## config.mk

```make
export PLATFORM = sky130hd
export DESIGN_NAME = multicycle_control
export DESIGN_NICKNAME = d
export VERILOG_FILES = /design/src/rtl/mc_ctrl_pkg.sv /design/src/rtl/mc_ctrl_decode.sv /design/src/rtl/multicycle_control.sv
export SDC_FILE = /design/constraint.sdc
export NUM_CORES = 1
export LEC_CHECK = 0
export BUFFER_PORTS_ARGS = -buffer_cell sky130_fd_sc_hd__buf_2
export CELL_PAD_IN_SITES_DETAIL_PLACEMENT = 0
export CELL_PAD_IN_SITES_GLOBAL_PLACEMENT = 1
export CORE_MARGIN = 4
export CORE_UTILIZATION = 42
export CTS_CLUSTER_SIZE = 8
export DETAILED_ROUTE_END_ITERATION = 8
export PLACE_DENSITY_LB_ADDON = 0.1
export SKIP_LAST_GASP = 1
export SYNTH_ARGS = -nofsm -noshare
export SYNTH_HDL_FRONTEND = slang
export SYNTH_SLANG_ARGS = --single-unit
```

## constraint.sdc

```tcl
create_clock -name clk -period 5.75 [get_ports clk]
set_clock_uncertainty 0.2 [all_clocks]
set_input_delay 0.2875 -clock clk [delete_from_list [all_inputs] [get_ports clk]]
set_output_delay 0.2875 -clock clk [all_outputs]
set_load 0.01 [all_outputs]
```

## src/rtl/mc_ctrl_pkg.sv

```systemverilog
// Shared types and constants for the multi-cycle MIPS control FSM.
// Opcodes, state encoding, datapath mux selects and the control word.
package mc_ctrl_pkg;

  localparam logic [5:0] OP_RTYPE = 6'b000000;
  localparam logic [5:0] OP_LW    = 6'b100011;
  localparam logic [5:0] OP_SW    = 6'b101011;
  localparam logic [5:0] OP_BEQ   = 6'b000100;
  localparam logic [5:0] OP_J     = 6'b000010;
  localparam logic [5:0] OP_JAL   = 6'b000011;
  localparam logic [5:0] OP_ADDI  = 6'b001000;

  localparam logic [1:0] ALUOP_ADD   = 2'b00;
  localparam logic [1:0] ALUOP_SUB   = 2'b01;
  localparam logic [1:0] ALUOP_FUNCT = 2'b10;

  localparam logic [1:0] PCSRC_ALU    = 2'b00;
  localparam logic [1:0] PCSRC_ALUOUT = 2'b01;
  localparam logic [1:0] PCSRC_JUMP   = 2'b10;

  localparam logic [1:0] SRCB_B       = 2'b00;
  localparam logic [1:0] SRCB_FOUR    = 2'b01;
  localparam logic [1:0] SRCB_SEXT    = 2'b10;
  localparam logic [1:0] SRCB_SEXT_SH = 2'b11;

  // Codes 14 and 15 are unused and recover to S_IDLE.
  typedef enum logic [3:0] {
    S_IDLE     = 4'd0,
    S_FETCH    = 4'd1,
    S_DECODE   = 4'd2,
    S_MEMADR   = 4'd3,
    S_MEMRD    = 4'd4,
    S_MEMWB    = 4'd5,
    S_MEMWR    = 4'd6,
    S_RTYPE_EX = 4'd7,
    S_RTYPE_WB = 4'd8,
    S_BEQ      = 4'd9,
    S_JUMP     = 4'd10,
    S_JAL      = 4'd11,
    S_ADDI_EX  = 4'd12,
    S_ADDI_WB  = 4'd13
  } state_t;

  typedef struct packed {
    logic       pc_write;
    logic       pc_write_cond;
    logic [1:0] pc_source;
    logic       iord;
    logic       mem_read;
    logic       mem_write;
    logic       ir_write;
    logic       reg_dst;
    logic       reg_write;
    logic       mem_to_reg;
    logic       jal;
    logic       alu_src_a;
    logic [1:0] alu_src_b;
    logic [1:0] alu_op;
    logic       retire;
  } ctrl_t;

endpackage

```

## src/rtl/mc_ctrl_decode.sv

```systemverilog
// Moore control word for each FSM state; mem_ready only qualifies the
// FETCH write strobes and the sw completion so stalls keep strobes low.
module mc_ctrl_decode
  import mc_ctrl_pkg::*;
(
  input  state_t state,
  input  logic   mem_ready,
  output ctrl_t  ctrl
);

  always_comb begin
    ctrl = '0;
    case (state)
      S_FETCH: begin
        ctrl.mem_read  = 1'b1;
        ctrl.alu_src_b = SRCB_FOUR;
        ctrl.alu_op    = ALUOP_ADD;
        ctrl.pc_source = PCSRC_ALU;
        ctrl.pc_write  = mem_ready;
        ctrl.ir_write  = mem_ready;
      end
      S_DECODE: begin
        // Speculative branch target into ALUOut.
        ctrl.alu_src_b = SRCB_SEXT_SH;
        ctrl.alu_op    = ALUOP_ADD;
      end
      S_MEMADR, S_ADDI_EX: begin
        ctrl.alu_src_a = 1'b1;
        ctrl.alu_src_b = SRCB_SEXT;
        ctrl.alu_op    = ALUOP_ADD;
      end
      S_MEMRD: begin
        ctrl.mem_read = 1'b1;
        ctrl.iord     = 1'b1;
      end
      S_MEMWB: begin
        ctrl.reg_write  = 1'b1;
        ctrl.mem_to_reg = 1'b1;
        ctrl.retire     = 1'b1;
      end
      S_MEMWR: begin
        ctrl.mem_write = 1'b1;
        ctrl.iord      = 1'b1;
        ctrl.retire    = mem_ready;
      end
      S_RTYPE_EX: begin
        ctrl.alu_src_a = 1'b1;
        ctrl.alu_src_b = SRCB_B;
        ctrl.alu_op    = ALUOP_FUNCT;
      end
      S_RTYPE_WB: begin
        ctrl.reg_dst   = 1'b1;
        ctrl.reg_write = 1'b1;
        ctrl.retire    = 1'b1;
      end
      S_BEQ: begin
        ctrl.alu_src_a     = 1'b1;
        ctrl.alu_src_b     = SRCB_B;
        ctrl.alu_op        = ALUOP_SUB;
        ctrl.pc_write_cond = 1'b1;
        ctrl.pc_source     = PCSRC_ALUOUT;
        ctrl.retire        = 1'b1;
      end
      S_JUMP: begin
        ctrl.pc_write  = 1'b1;
        ctrl.pc_source = PCSRC_JUMP;
        ctrl.retire    = 1'b1;
      end
      S_JAL: begin
        ctrl.pc_write  = 1'b1;
        ctrl.pc_source = PCSRC_JUMP;
        ctrl.reg_write = 1'b1;
        ctrl.jal       = 1'b1;
        ctrl.retire    = 1'b1;
      end
      S_ADDI_WB: begin
        ctrl.reg_write = 1'b1;
        ctrl.retire    = 1'b1;
      end
      default: ctrl = '0;
    endcase
  end

endmodule

```

## src/rtl/multicycle_control.sv

```systemverilog
// Multi-cycle MIPS control FSM: state register, opcode latch, next-state
// logic, illegal-opcode flag and retired-instruction counter.
module multicycle_control
  import mc_ctrl_pkg::*;
#(
  parameter int OPCODE_W = 6,
  parameter int CNT_W    = 32,
  parameter bit EN_ADDI  = 1'b1
) (
  input  logic                clk,
  input  logic                rst_n,
  input  logic [OPCODE_W-1:0] opcode,
  input  logic                mem_ready,
  output logic                pc_write,
  output logic                pc_write_cond,
  output logic [1:0]          pc_source,
  output logic                iord,
  output logic                mem_read,
  output logic                mem_write,
  output logic                ir_write,
  output logic                reg_dst,
  output logic                reg_write,
  output logic                mem_to_reg,
  output logic                jal,
  output logic                alu_src_a,
  output logic [1:0]          alu_src_b,
  output logic [1:0]          alu_op,
  output logic                illegal,
  output logic                retire,
  output logic [CNT_W-1:0]    instr_count,
  output logic [3:0]          state
);

  state_t              state_q, state_d;
  logic [OPCODE_W-1:0] op_q;
  logic                illegal_c;
  ctrl_t               ctrl;

  always_ff @(posedge clk or negedge rst_n) begin
    if (!rst_n) state_q <= S_IDLE;
    else        state_q <= state_d;
  end

  // MEMADR needs lw/sw after the IR may have moved on.
  always_ff @(posedge clk or negedge rst_n) begin
    if (!rst_n)                  op_q <= '0;
    else if (state_q == S_DECODE) op_q <= opcode;
  end

  always_comb begin
    state_d   = state_q;
    illegal_c = 1'b0;
    case (state_q)
      S_IDLE:  state_d = S_FETCH;
      S_FETCH: if (mem_ready) state_d = S_DECODE;
      S_DECODE: begin
        case (opcode)
          OPCODE_W'(OP_RTYPE): state_d = S_RTYPE_EX;
          OPCODE_W'(OP_LW),
          OPCODE_W'(OP_SW):    state_d = S_MEMADR;
          OPCODE_W'(OP_BEQ):   state_d = S_BEQ;
          OPCODE_W'(OP_J):     state_d = S_JUMP;
          OPCODE_W'(OP_JAL):   state_d = S_JAL;
          OPCODE_W'(OP_ADDI): begin
            if (EN_ADDI) state_d = S_ADDI_EX;
            else begin
              illegal_c = 1'b1;
              state_d   = S_FETCH;
            end
          end
          default: begin
            illegal_c = 1'b1;
            state_d   = S_FETCH;
          end
        endcase
      end
      S_MEMADR:   state_d = (op_q == OPCODE_W'(OP_LW)) ? S_MEMRD : S_MEMWR;
      S_MEMRD:    if (mem_ready) state_d = S_MEMWB;
      S_MEMWR:    if (mem_ready) state_d = S_FETCH;
      S_RTYPE_EX: state_d = S_RTYPE_WB;
      S_ADDI_EX:  state_d = S_ADDI_WB;
      S_MEMWB, S_RTYPE_WB, S_BEQ, S_JUMP, S_JAL, S_ADDI_WB: state_d = S_FETCH;
      default:    state_d = S_IDLE;
    endcase
  end

  mc_ctrl_decode u_decode (
    .state     (state_q),
    .mem_ready (mem_ready),
    .ctrl      (ctrl)
  );

  always_ff @(posedge clk or negedge rst_n) begin
    if (!rst_n)          instr_count <= '0;
    else if (ctrl.retire) instr_count <= instr_count + CNT_W'(1);
  end

  assign pc_write      = ctrl.pc_write;
  assign pc_write_cond = ctrl.pc_write_cond;
  assign pc_source     = ctrl.pc_source;
  assign iord          = ctrl.iord;
  assign mem_read      = ctrl.mem_read;
  assign mem_write     = ctrl.mem_write;
  assign ir_write      = ctrl.ir_write;
  assign reg_dst       = ctrl.reg_dst;
  assign reg_write     = ctrl.reg_write;
  assign mem_to_reg    = ctrl.mem_to_reg;
  assign jal           = ctrl.jal;
  assign alu_src_a     = ctrl.alu_src_a;
  assign alu_src_b     = ctrl.alu_src_b;
  assign alu_op        = ctrl.alu_op;
  assign retire        = ctrl.retire;
  assign illegal       = illegal_c;
  assign state         = state_q;

endmodule

```

# Word-level counts from Yosys, hierarchy flattened
# Cells that the tools add are included.
[totals]
reg_bits = 42
output_inout_bits = 55
elab_cells = 62
[op_classes]
mux = 22
reduce_logical = 13
eq_ne = 23
add_sub_neg = 1
[ops]
columns = ["operator", "count"]
rows = [
  ["adder 32 x 1 -> 32 bit (second input constant)", 1],
  ["one-hot mux 4 bit (8 select lines)", 1],
  ["== test 4 bit (second input constant)", 6],
  ["one-hot mux 4 bit (6 select lines)", 1],
  ["one-hot mux 4 bit (5 select lines)", 1],
  ["== test 6 bit (second input constant)", 3],
  ["== test 4 x 3 -> 1 bit (second input constant)", 4],
  ["OR reduction 7 bit", 2],
  ["== test 6 x 2 -> 1 bit (second input constant)", 2],
  ["2-to-1 mux 1 bit", 12],
  ["2-to-1 mux 4 bit", 3],
  ["OR reduction 2 bit", 5],
  ["== test 4 x 2 -> 1 bit (second input constant)", 2],
  ["OR reduction 4 bit", 2],
  ["== test 6 x 3 -> 1 bit (second input constant)", 1],
  ["== test 6 x 4 -> 1 bit (second input constant)", 1],
  ["zero test 6 bit", 1],
  ["!= test 2 bit (second input constant)", 3],
  ["OR reduction 6 bit", 1],
  ["== test 4 x 1 -> 1 bit (second input constant)", 1],
  ["zero test 4 bit", 1],
  ["one-hot mux 1 bit (2 select lines)", 2],
  ["one-hot mux 2 bit (2 select lines)", 1],
  ["AND reduction 3 bit", 1],
  ["2-to-1 mux 2 bit", 1],
]

# Depth between registers and ports, before layout
# Gate-level depths: netlist of the first run.
[depth]
depth_word = 4
mapped_depth = 6
mapped_depth_nobuf = 5

# By module
# Synthesis of the first run repeated with hierarchy kept, for this count alone.
[unflattened]
hier_cells = 218
area_unflattened_um2 = 2326.0
[by_module_without_submodules]
columns = ["mod", "cells_each", "area_per_inst_um2", "n_inst"]
rows = [
  ["multicycle_control", 182, 2075.7, 1],
  ["mc_ctrl_decode", 36, 250.2, 1],
]

# Least setup slack after synthesis of the first run
# Ideal clock, no wire load.
[synth_path]
path_type = "reg2reg"
startpoint = "reg state_q[3], in the netlist state[3]"
endpoint = "reg instr_count[27]"
arrival_time_ns = 1.790
setup_slack_ns = 3.681
synth_period_minus_slack_ns = 2.069
required_time_ns = 5.471
setup_time_ns = 0.079
stages_incl_launch_ff = 6
path_buffers = 0
path_cell_list = "dfrtp_1 > nand4bb_4 > a311oi_4 > nand3_4 > nor4_4 > xor2_1"
[synth_via]
elab_chain_cells = 3
[synth_rtl]
columns = ["element", "line_no", "rtl"]
rows = [
  ["from (decl)", "multicycle_control.sv:34", "state_t state_q, state_d;"],
  ["from (signal assigned)", "multicycle_control.sv:41", "else state_q <= state_d;"],
  ["== test 4 x 3 -> 1 bit or == test 4 bit (tied branches)", "mc_ctrl_decode.sv:13", "case (state)"],
  ["OR reduction 6 bit (no line)", "n/a", ""],
  ["one-hot mux 1 bit (2 select lines) (*)", "mc_ctrl_decode.sv:13", ""],
  ["to (signal assigned)", "multicycle_control.sv:95", "else if (ctrl.retire) instr_count <= instr_count + CNT_W'(1);"],
  ["to (decl)", "multicycle_control.sv:30", "output logic [CNT_W-1:0] instr_count,"],
]
# Mark *: on every way between the ends. The rest lies on a longest branch, timed or not.
# A chain may end at the register's enable or synchronous reset.

# Worst setup path in the final report of the first run
[layout_path]
startpoint = "reg state_q[2], in the netlist state[2]"
endpoint = "reg instr_count[26]"
# Same word-level chain as after synthesis.

==> results.md, run 1 <==
* DR DRC count at 0
* Max clock buf depth at 2
* Total wire length at 4.954 mm
* Hold crit path type: in -> reg
* Total power at 0.9485 mW
* Dominant synthesized flop cell: dfrtp_1
* Worst Hold Depth at 2
* Vias at 1,808
* Multi-input combinational cell area at 1139 sq um
* Clock Sinks at 42
* Sequential share of the synthesized area at 0.4682
* I/O pin cnt at 64
* Initial Utilization at 0.4367
* CP Data Arrival Time at 2.54 ns
* Hold EP: op_q[4]$_DFFE_PN0P_
* Total CTS buffers at 5
* CP endpoint kind: flip-flop
* Final Hold Violating Endpoints at 0
* Max incr delay on CP at 0.75 ns
* Layout fillers at 514
* Tcrit/Tclk final at 0.4401
* WP data required at 5.76 ns
* # nets final at 300
* PortBufs at 63
* RSZ-0062 raised after global routing: false
* Critical path's slowest cell: dfrtp_1
* Synth cell types at 40
* Max cap viols at 0
* Synth Cell Area at 2245 sq um
* CTS clk-pin slew, worst paths at 0.08 ns
* Clock Latency Late Sink at 0.29 ns
* Pre-CTS setup slack at 3.212 ns
* Placed wire-length estimate at 3.535 mm
* Tmin final at 2.531 ns
* Avg WL per Cell at 13.72 um
* Die ar. at 6578 sq um
* Core Region at 5140 sq um
* R2r endpoint: instr_count[26]$_DFFE_PN0P_
* Cell row count at 26
* Die Height at 81.11 um
* Crit start category: flip-flop
* Share of cells above drive strength 1 at 0.3024
* Ant. Diodes at 0
* Syn Nets at 235
* Slew @ Worst Pin at 0.9458 ns
* P&R area growth vs syn at 21.18%
* Critical path peak fanout at 19
* Final setup fails at 0
* Largest net degree at the start of global routing at 43
* Post-DRT Antenna Nets at 0
* CTS tree: built
* Synth Area per Inst at 9.976 sq um
* Post-synth EDFFs at 0
* Drt pass-1 iters at 4
* DR vias/cell at 5.008
* GP Congestion at 0.7848
* Critical path startpoint: state[2]$_DFFE_PN0P_
* Max Slew Vio Count at 0
* Initial antenna violation count at 0
* Worst vdd ir at 0.1659 mV
* Outcome: completed
* Cells along the critical path: o21ai_0 -> a31oi_1 -> nand4_2 -> nor3b_1 -> xor2_1
* Asr flop ratio synth at 1.000
* Fmax achieved at 0.3951 GHz
* Post-Synthesis Cells at 225
* Ys Warns at 0
* Htree depth at 2
* Setup TNS at 0 ns
* P_leak at 1.394 nW
* R2R Path Start: state[2]$_DFFE_PN0P_
* Post CTS Setup Buffer Count at 0
* Clk root buf: clkbuf_8
* Rel. slew slack at 0.3694
* Commonest non-fill, non-tap cell in the layout: buf_2
* Initial drt markers at 42
* Seq. cell area at 1051 sq um
* Crit Path Class: reg -> reg
* Hold_sp: opcode[4]
* Die Width at 81.11 um
* GR Util All Layers at 0.1638
* PD cells at 348.7 nW/um^2
* Vias in the first global route at 1,780
* Final Worst Setup Slack at 3.219 ns
* Most frequent cells in the layout: 63 x buf_2, 42 x dfrtp_1, 29 x nor2_1, 20 x nand2_1, 18 x xor2_1
* First-pass GRT wire length at 8.535 mm
* Worst r2r path cells at 5
* Yosys reg bits at 42
* Grt total ovfl at 0
* Reg2reg setup slack at 3.22 ns
==> report_power, final <==
group / internal (mW) / switching [mW] / total (mW)
registers: 0.347 / 0.0754 / 0.422
logic: 0.156 / 0.174 / 0.330
clock network: 0.0970 / 0.0990 / 0.196
total: 0.600 / 0.349 / 0.949
==> metrics by stage <==
stage                 util  cells  instance area (sq um)  hold slack [ns]
floorplan                -    225                   2245          -0.2081
global placement    0.5095    352                   2619           0.2574
detailed placement  0.5095    352                   2619           0.2658
CTS                 0.5292    361                   2720          0.06917
global route        0.5292    361                   2720          0.08227
finish              0.5292    361                   2720          0.07914
==> critical path, delay by kind of cell (launching register included) <==
kind,cells,cell delay (ns)
xor+xnor,1,0.17
compound gates,2,0.66
flops,1,0.75
simple gates,2,0.66
==> metal layers <==
| layer | vias up | global-route usage | part of all wire |
|---|---|---|---|
| li1 | 902 | - | - |
| met1 | 844 | 0.2288 | 0.47 |
| met2 | 55 | 0.2521 | 0.45 |
| met3 | 7 | 0.03437 | 0.061 |
| met4 | 0 | 0.05574 | 0.013 |
| met5 | - | 0 | 0 |
==> synth_stat cells, types with 2 or more instances <==
master    count  area (sq um)
mux2_2        7         78.83
clkbuf_1      3         11.26
a21oi_1       5         25.02
o21ai_0       8         40.04
xor2_1       18         157.7
nand3_1      12         60.06
nand4_1       4         25.02
nor2_1       29         108.9
inv_1         7         26.28
nor3_1       11         55.05
nor3b_1       2         15.01
dfrtp_1      42          1051
a31oi_1       2         12.51
nand2_1      20         75.07
xnor2_1      16         140.1
nor3_2        2         20.02
nand2b_1      8         50.05
and3_1        4         25.02
o22ai_1       2         12.51
buf_2         2         10.01
o21a_1        2         15.01
==> final cells by class <==
type / count / area share
well taps: 70 / 0.03220
repair buffers: 64 / 0.1196
flip-flops and latches: 42 / 0.3864
clock buffers: 7 / 0.03174
inverters: 7 / 0.009660
multi-input cells: 170 / 0.4186
clock inverters: 1 / 0.001840
==> flip-flops by register name, summed over array words and instances, names as in the netlist <==
register and flops:
instr_count 32, op_q 6, state 4
==> how the worst max path moves through the flow <==
stage	endpoint	cells past startpoint	slack (ns)
CTS	instr_count[26]$_DFFE_PN0P_	5	3.20
finish	instr_count[26]$_DFFE_PN0P_	5	3.22
floorplan	instr_count[27]$_DFFE_PN0P_	5	3.68
detailed placement	instr_count[26]$_DFFE_PN0P_	5	3.21
global placement	instr_count[27]$_DFFE_PN0P_	5	3.30
global route	instr_count[26]$_DFFE_PN0P_	5	2.79
==> logic make-up after synthesis <==
family	Yosys count	synth area share
flops	42	0.4682
mux	7	0.03512
fa+ha+maj	1	0.005573
xor+xnor	34	0.1327
simple gates	101	0.2480
compound gates	27	0.08584
buf+inv	13	0.02453
==> what timing repair did <==
item,in CTS,in global routing
setup endpoints to repair,0,0
endpoints found under the hold margin,42,0
hold buffers,1,0
resized for setup,0,0
(Power assumes the default switching activity.)
==> run 2: changes to the inputs <==
--- a/config.mk
+++ b/config.mk
@@ -5,11 +5,12 @@
 export SDC_FILE = /design/constraint.sdc
 export NUM_CORES = 1
 export LEC_CHECK = 0
+export ABC_AREA = 1
 export BUFFER_PORTS_ARGS = -buffer_cell sky130_fd_sc_hd__buf_2
 export CELL_PAD_IN_SITES_DETAIL_PLACEMENT = 0
 export CELL_PAD_IN_SITES_GLOBAL_PLACEMENT = 1
 export CORE_MARGIN = 4
-export CORE_UTILIZATION = 42
+export CORE_UTILIZATION = 37
 export CTS_CLUSTER_SIZE = 8
 export DETAILED_ROUTE_END_ITERATION = 8
 export PLACE_DENSITY_LB_ADDON = 0.1
==> constraint.sdc (replaced) <==
create_clock -name clk -period 2.4 [get_ports clk]
set_clock_uncertainty 0.2 [all_clocks]
set_input_delay 0.12 -clock clk [delete_from_list [all_inputs] [get_ports clk]]
set_output_delay 0.12 -clock clk [all_outputs]
set_load 0.01 [all_outputs]
==> results.md, run 2 <==
* Outcome: completed
* Max Slew Vio Count at 0 (unchanged)
* Sequential share of the synthesized area at 0.4052 (-0.06302)
* Commonest non-fill, non-tap cell in the layout: nand2_1
* Synth cell types at 29 (-28%)
* Clock Latency Late Sink at 0.30 ns (about the same)
* Crit start category: flip-flop
* Grt total ovfl at 0 (unchanged)
* Register with the most flip-flops: instr_count
* Layout Cells excl Fill at 549 (+52%)
* Tcrit/Tclk final at 0.9081
* Dominant synthesized flop cell: dfrtp_1
* Tmin final at 2.179 ns
* Share of cells above drive strength 1 at 0.1965 (-0.1059)
* # nets final at 462 (+54%)
* Die ar. at 8413 sq um (+28%)
* Initial drt markers at 99 (+140%)
* CTS tree: built
* P_leak at 1.681 nW (+21%)
* Vias in the first global route at 2,419 (+36%)
* Initial antenna violation count at 0 (unchanged)
* CTS clk-pin slew, worst paths at 0.08 ns (about the same)
* Placed Area at 3024 sq um (+15%)
* Synth cell count leaders: 134 x nand2_1, 69 x nor2_1, 42 x dfrtp_1, 31 x inv_1, 17 x nand3_1
* Syn Nets at 384 (+63%)
* Metal2 WL at 3.334 mm (+49%)
* Area contributors post-synth: dfrtp_1 41%, nand2_1 19%, nor2_1 10%, inv_1 4.5%, xor2_1 3.7%
* Total CTS buffers at 5 (unchanged)
* Yosys reg bits at 42 (unchanged)
* Max incr delay on CP at 0.48 ns (-0.27 ns)
* Total wire length at 6.792 mm (+37%)
* Reg2reg setup slack at 0.48 ns (-2.74 ns)
* Htree depth at 2 (unchanged)
* Final Hold Violating Endpoints at 0 (unchanged)
* Vias at 2,529 (+40%)
* Die Width at 91.73 um (+13%)
* Fmax achieved at 0.4588 GHz
* Synth Area per Inst at 6.935 sq um (-30%)
* Area share of the largest cell type after synthesis at 0.4052 (-0.06302)
* GP Congestion at 0.8681 (+11%)
* Post-DRT Antenna Nets at 0 (unchanged)
* Crit Path Class: reg -> out
* Worst vdd ir at 0.4236 mV (+160%)
* Inst Count DP at 533 (+51%)
* DR vias/cell at 4.607 (-8.0%)
* Initial Utilization at 0.3818 (-0.05494)
* Avg WL per Cell at 12.37 um (-9.8%)
* P&R area growth vs syn at 23.78%
* PostCTS Resize Cnt at 0 (unchanged)
* Cells along the critical path: or2_2 -> nor2_4 -> inv_2 -> nor3_1 -> buf_2
* WP data required at 2.08 ns (-3.68 ns)
* Largest net degree at the start of global routing at 27 (-37%)
* Placed wire-length estimate at 5.308 mm (+50%)
* Ant. Diodes at 0 (unchanged)
* Setup TNS at 0 ns (unchanged)
* WP buf/inv at 2 (+2)
* Max cap viols at 0 (unchanged)
* Fin util at 0.4726 (-0.05665)
* Clk root buf: clkbuf_8
* Hold crit path type: in -> async
* PD cells at 772.8 nW/um^2 (+120%)
* CP delay by family, top: simple AND/OR/NAND/NOR gates
* GR Util All Layers at 0.1687 (+0.004934)
* Post-Synthesis Cells at 374 (+66%)
* Rel. slew slack at 0.7255 (+0.3560)
* DR DRC count at 0 (unchanged)
* Cell area after layout at 3211 sq um (+18%)
* Clock Sinks at 42 (unchanged)
* PortBufs at 63 (unchanged)
* Final Worst Setup Slack at 0.2206 ns (-2.999 ns)
* Metal3 WL at 294 um (-3.0%)
* Ys Warns at 0 (unchanged)
* Most frequent cells in the layout: 134 x nand2_1, 69 x nor2_1, 63 x buf_2, 42 x dfrtp_1, 31 x inv_1
* Post-synth EDFFs at 0 (unchanged)
* Cell row count at 30 (+15%)
* Met1 Routed Length at 3.089 mm (+32%)
* Die Height at 91.73 um (+13%)
* RSZ-0062 raised after global routing: false
* Cell taking the most area after synthesis: dfrtp_1
* Max reg flops at 32 (unchanged)
* Synth Cell Area at 2594 sq um (+16%)
* Critical path peak fanout at 10 (-9)
* I/O pin cnt at 64 (unchanged)
* Final setup fails at 0 (unchanged)
* Slew @ Worst Pin at 0.4080 ns (-0.5378 ns)
* Top Metal Used: met4
* CP endpoint kind: output port
* Critical path's slowest cell: dfrtp_1
* Most common cell in the netlist: nand2_1
* Drt pass-1 iters at 4 (unchanged)
* CP Data Arrival Time at 1.86 ns (-0.68 ns)
* Asr flop ratio synth at 1.000 (unchanged)
* Max clock buf depth at 2 (unchanged)
* Pre-CTS setup slack at 0.4896 ns (-2.722 ns)
* First-pass GRT wire length at 11.52 mm (+35%)
* Core Region at 6794 sq um (+32%)
==> run 2: changes by cell type after synthesis, sizes merged, moves of 7 or more <==
| cell | delta |
|---|---|
| nand3b | +10 |
| inv | +28 |
| mux2 | -7 |
| nand2 | +118 |
| nor2 | +45 |
| xnor2 | -10 |
| nand2b | -8 |
| xor2 | -7 |
==> run 2: cell type report <==
class | count | area [sq um]
multi-input combinational | 293 | 1376
sequential | 42 | 1051
tap | 96 | 120.1
timing repair buffer | 75 | 425.4
clock inverter | 1 | 30.03
fill | 742 | 3583
clock buffer | 7 | 76.32
inverter | 35 | 131.4
==> run 2: routing by layer <==
layer	vias to the layer above	track usage
met5	-	0
met4	0	0.04084
met3	6	0.03445
met2	53	0.2891
met1	1143	0.2179
li1	1327	-
==> run 2: what timing repair did <==
action / CTS / global route
hold buffers: 8 / 0
endpoints found under the hold margin: 23 / 0
setup endpoints to repair: 0 / 0
setup buffers: 0 / 0
==> run 2: report_power, final <==
group	internal [mW]	switching (mW)
Clock	0.312	0.252
Sequential	0.833	0.124
Combinational	0.342	0.618
Total	1.49	0.994
==> run 2: path summary, 6_finish.rpt <==
kind                                            startpoint                     endpoint  cells after the start
worst max-delay path                  state[0]$_DFFE_PN0P_                      illegal                      5
worst min-delay path                                 rst_n   instr_count[5]$_DFFE_PN0P_                      2
worst max register to register  instr_count[0]$_DFFE_PN0P_  instr_count[26]$_DFFE_PN0P_                      9
worst min register to register         op_q[0]$_DFFE_PN0P_          op_q[0]$_DFFE_PN0P_                      2
max in group asynchronous                            rst_n         state[2]$_DFFE_PN0P_                      3
min in group clk                       op_q[0]$_DFFE_PN0P_          op_q[0]$_DFFE_PN0P_                      2
==> run 2: cell families after synthesis <==
group	Yosys count	synth area share
simple gates	257	0.4269
xor+xnor	17	0.05740
buf+inv	39	0.06415
flops	42	0.4052
compound gates	18	0.04149
fa+ha+maj	1	0.004823
==> run 2: per-stage QoR <==
stage          total power, mW  hold slack (ns)
4_1_cts                  2.509          0.08618
5_1_grt                  2.696           0.1008
3_3_place_gp             1.940          -0.1320
3_5_place_dp             1.935          -0.1359
6_report                 2.481          0.06578
2_1_floorplan            1.612          -0.3756
==> run 3: changes to the inputs <==
--- a/config.mk
+++ b/config.mk
@@ -5,12 +5,11 @@
 export SDC_FILE = /design/constraint.sdc
 export NUM_CORES = 1
 export LEC_CHECK = 0
-export ABC_AREA = 1
 export BUFFER_PORTS_ARGS = -buffer_cell sky130_fd_sc_hd__buf_2
 export CELL_PAD_IN_SITES_DETAIL_PLACEMENT = 0
 export CELL_PAD_IN_SITES_GLOBAL_PLACEMENT = 1
 export CORE_MARGIN = 4
-export CORE_UTILIZATION = 37
+export CORE_UTILIZATION = 39
 export CTS_CLUSTER_SIZE = 8
 export DETAILED_ROUTE_END_ITERATION = 8
 export PLACE_DENSITY_LB_ADDON = 0.1
==> results.md, run 3 (synthesized netlist as in run 1, its figures left out) <==
* Outcome: completed
* Seq. cell area at 1051 sq um (unchanged)
* Die ar. at 7033 sq um (-16%)
* Htree depth at 2 (unchanged)
* Share of cells above drive strength 1 at 0.3115 (+0.1150)
* Die Height at 83.87 um (-8.6%)
* Layout fillers at 532 (-28%)
* CP endpoint kind: flip-flop
* Total CTS buffers at 5 (unchanged)
* Clock Sinks at 42 (unchanged)
* Tmin final at 2.143 ns (-0.03659 ns)
* PD cells at 812.1 nW/um^2 (+5.1%)
* Total wire length at 5.068 mm (-25%)
* Register with the most flip-flops: instr_count
* Rel. slew slack at 0.3818 (-0.3437)
* Slew @ Worst Pin at 0.9274 ns (+0.5193 ns)
* DR vias/cell at 4.942 (+7.3%)
* WHS at 0.05042 ns (-0.01535 ns)
* Tcrit/Tclk final at 0.8928 (-0.01525)
* Max Slew Vio Count at 0 (unchanged)
* Commonest non-fill, non-tap cell in the layout: buf_2
* Vias at 1,863 (-26%)
* WP data required at 2.42 ns (+0.34 ns)
* Avg WL per Cell at 13.44 um (+8.7%)
* Critical path peak fanout at 10 (unchanged)
* Final setup fails at 0 (unchanged)
* Worst vdd ir at 0.3916 mV (-7.6%)
* Setup TNS at 0 ns (unchanged)
* Max reg flops at 32 (unchanged)
* P&R area growth vs syn at 26.31%
* DR DRC count at 0 (unchanged)
* Die Width at 83.87 um (-8.6%)
* Placed wire-length estimate at 3.708 mm (-30%)
* I/O pin cnt at 64 (unchanged)
* CTS clk-pin slew, worst paths at 0.07 ns (about the same)
* CTS tree: built
* Crit start category: flip-flop
* GR Util All Layers at 0.1493 (-0.01941)
* P_leak at 1.455 nW (-13%)
* Final Hold Violating Endpoints at 0 (unchanged)
* PortBufs at 63 (unchanged)
* Most frequent cells in the layout: 63 x buf_2, 42 x dfrtp_1, 29 x nor2_1, 20 x nand2_1, 18 x xor2_1
* Initial antenna violation count at 0 (unchanged)
* Post-DRT Antenna Nets at 0 (unchanged)
* PostCTS Resize Cnt at 0 (unchanged)
* Max incr delay on CP at 0.42 ns (-0.06 ns)
* Vias in the first global route at 1,859 (-23%)
* Max cap viols at 0 (unchanged)
* Initial drt markers at 70 (-29%)
* Max clock buf depth at 2 (unchanged)
* Core Region at 5540 sq um (-18%)
* Cells along the critical path: nand2b_1 -> a31oi_1 -> nand4_2 -> nor3b_1 -> xor2_1
* Largest net degree at the start of global routing at 43 (+59%)
* RSZ-0062 raised after global routing: false
* First-pass GRT wire length at 8.756 mm (-24%)
* Drt pass-1 iters at 4 (unchanged)
* Total power at 2.302 mW (-7.2%)
* Hold crit path type: in -> reg
* GP Congestion at 0.7934 (-8.6%)
* Multi-input combinational cell area at 1139 sq um (-17%)
* Grt total ovfl at 0 (unchanged)
* Crit Path Class: reg -> reg
* Clock Latency Late Sink at 0.29 ns (about the same)
* Fmax achieved at 0.4667 GHz (+1.7%)
* Clk root buf: clkbuf_8
* Initial Utilization at 0.4051 (+0.02338)
* # nets final at 315 (-32%)
* Ant. Diodes at 0 (unchanged)
* Critical path's slowest cell: dfrtp_1
* Cell row count at 27 (-10%)
* CP Data Arrival Time at 2.16 ns (+0.30 ns)
-- run 3: power by group --
| part | total (mW) | leakage [nW] | internal (mW) | switching, mW |
|---|---|---|---|---|
| logic | 0.946 | 0.879 | 0.438 | 0.508 |
| registers | 0.937 | 0.537 | 0.833 | 0.104 |
| clock network | 0.419 | 0.0383 | 0.200 | 0.219 |
-- run 3: worst paths after layout --
path	from	endpoint	slack, ns	cells past startpoint
worst max-delay path	state[1]$_DFFE_PN0P_	instr_count[26]$_DFFE_PN0P_	0.26	5
min in group asynchronous	rst_n	instr_count[21]$_DFFE_PN0P_	0.30	2
worst min register to register	instr_count[31]$_DFFE_PN0P_	instr_count[31]$_DFFE_PN0P_	0.27	1
worst max register to register	state[1]$_DFFE_PN0P_	instr_count[26]$_DFFE_PN0P_	0.26	5
worst min-delay path	mem_ready	state[1]$_DFFE_PN0P_	0.05	3
max in group asynchronous	rst_n	state[1]$_DFFE_PN0P_	1.12	2
-- run 3: layout make-up --
| class | count | area share |
|---|---|---|
| Sequential cell | 42 | 0.3707 |
| Timing Repair Buffer | 79 | 0.1598 |
| Tap cell | 72 | 0.03177 |
| Inverter | 7 | 0.009267 |
| Clock buffer | 7 | 0.02692 |
| Multi-Input combinational cell | 170 | 0.4016 |
-- run 3: routing by layer --
layer	GRT usage	wire length, um	vias to the layer above	part of all wire
met5	0	0	-	0
met4	0.04825	78	0	0.015
met3	0.03554	268	6	0.053
met2	0.2408	2323	46	0.46
met1	0.1974	2398	882	0.47
li1	-	-	929	-
-- run 3: critical path: cells and delay by family, from the launching register on --
| family | cells | cell delay, ns |
|---|---|---|
| xor gates and xnor gates | 1 | 0.16 |
| AOI/OAI and AO/OA | 1 | 0.38 |
| and+or+nand+nor | 3 | 0.90 |
| DFF | 1 | 0.42 |
-- run 3: repair_timing --
item,in CTS,in global routing
endpoints found under the hold margin,48,0
hold buffers,7,0
buffers inserted,0,0
-- run 3: metrics by stage --
step                utilization  instance area, sq um  std cells  setup WS [ns]
CTS                      0.5117                  2835        377         0.2106
detailed placement       0.4853                  2689        363         0.2356
floorplan                     -                  2245        225         0.3312
global placement         0.4853                  2689        363         0.2887
global route             0.5117                  2835        377        0.03738
finish                   0.5117                  2835        377         0.2572
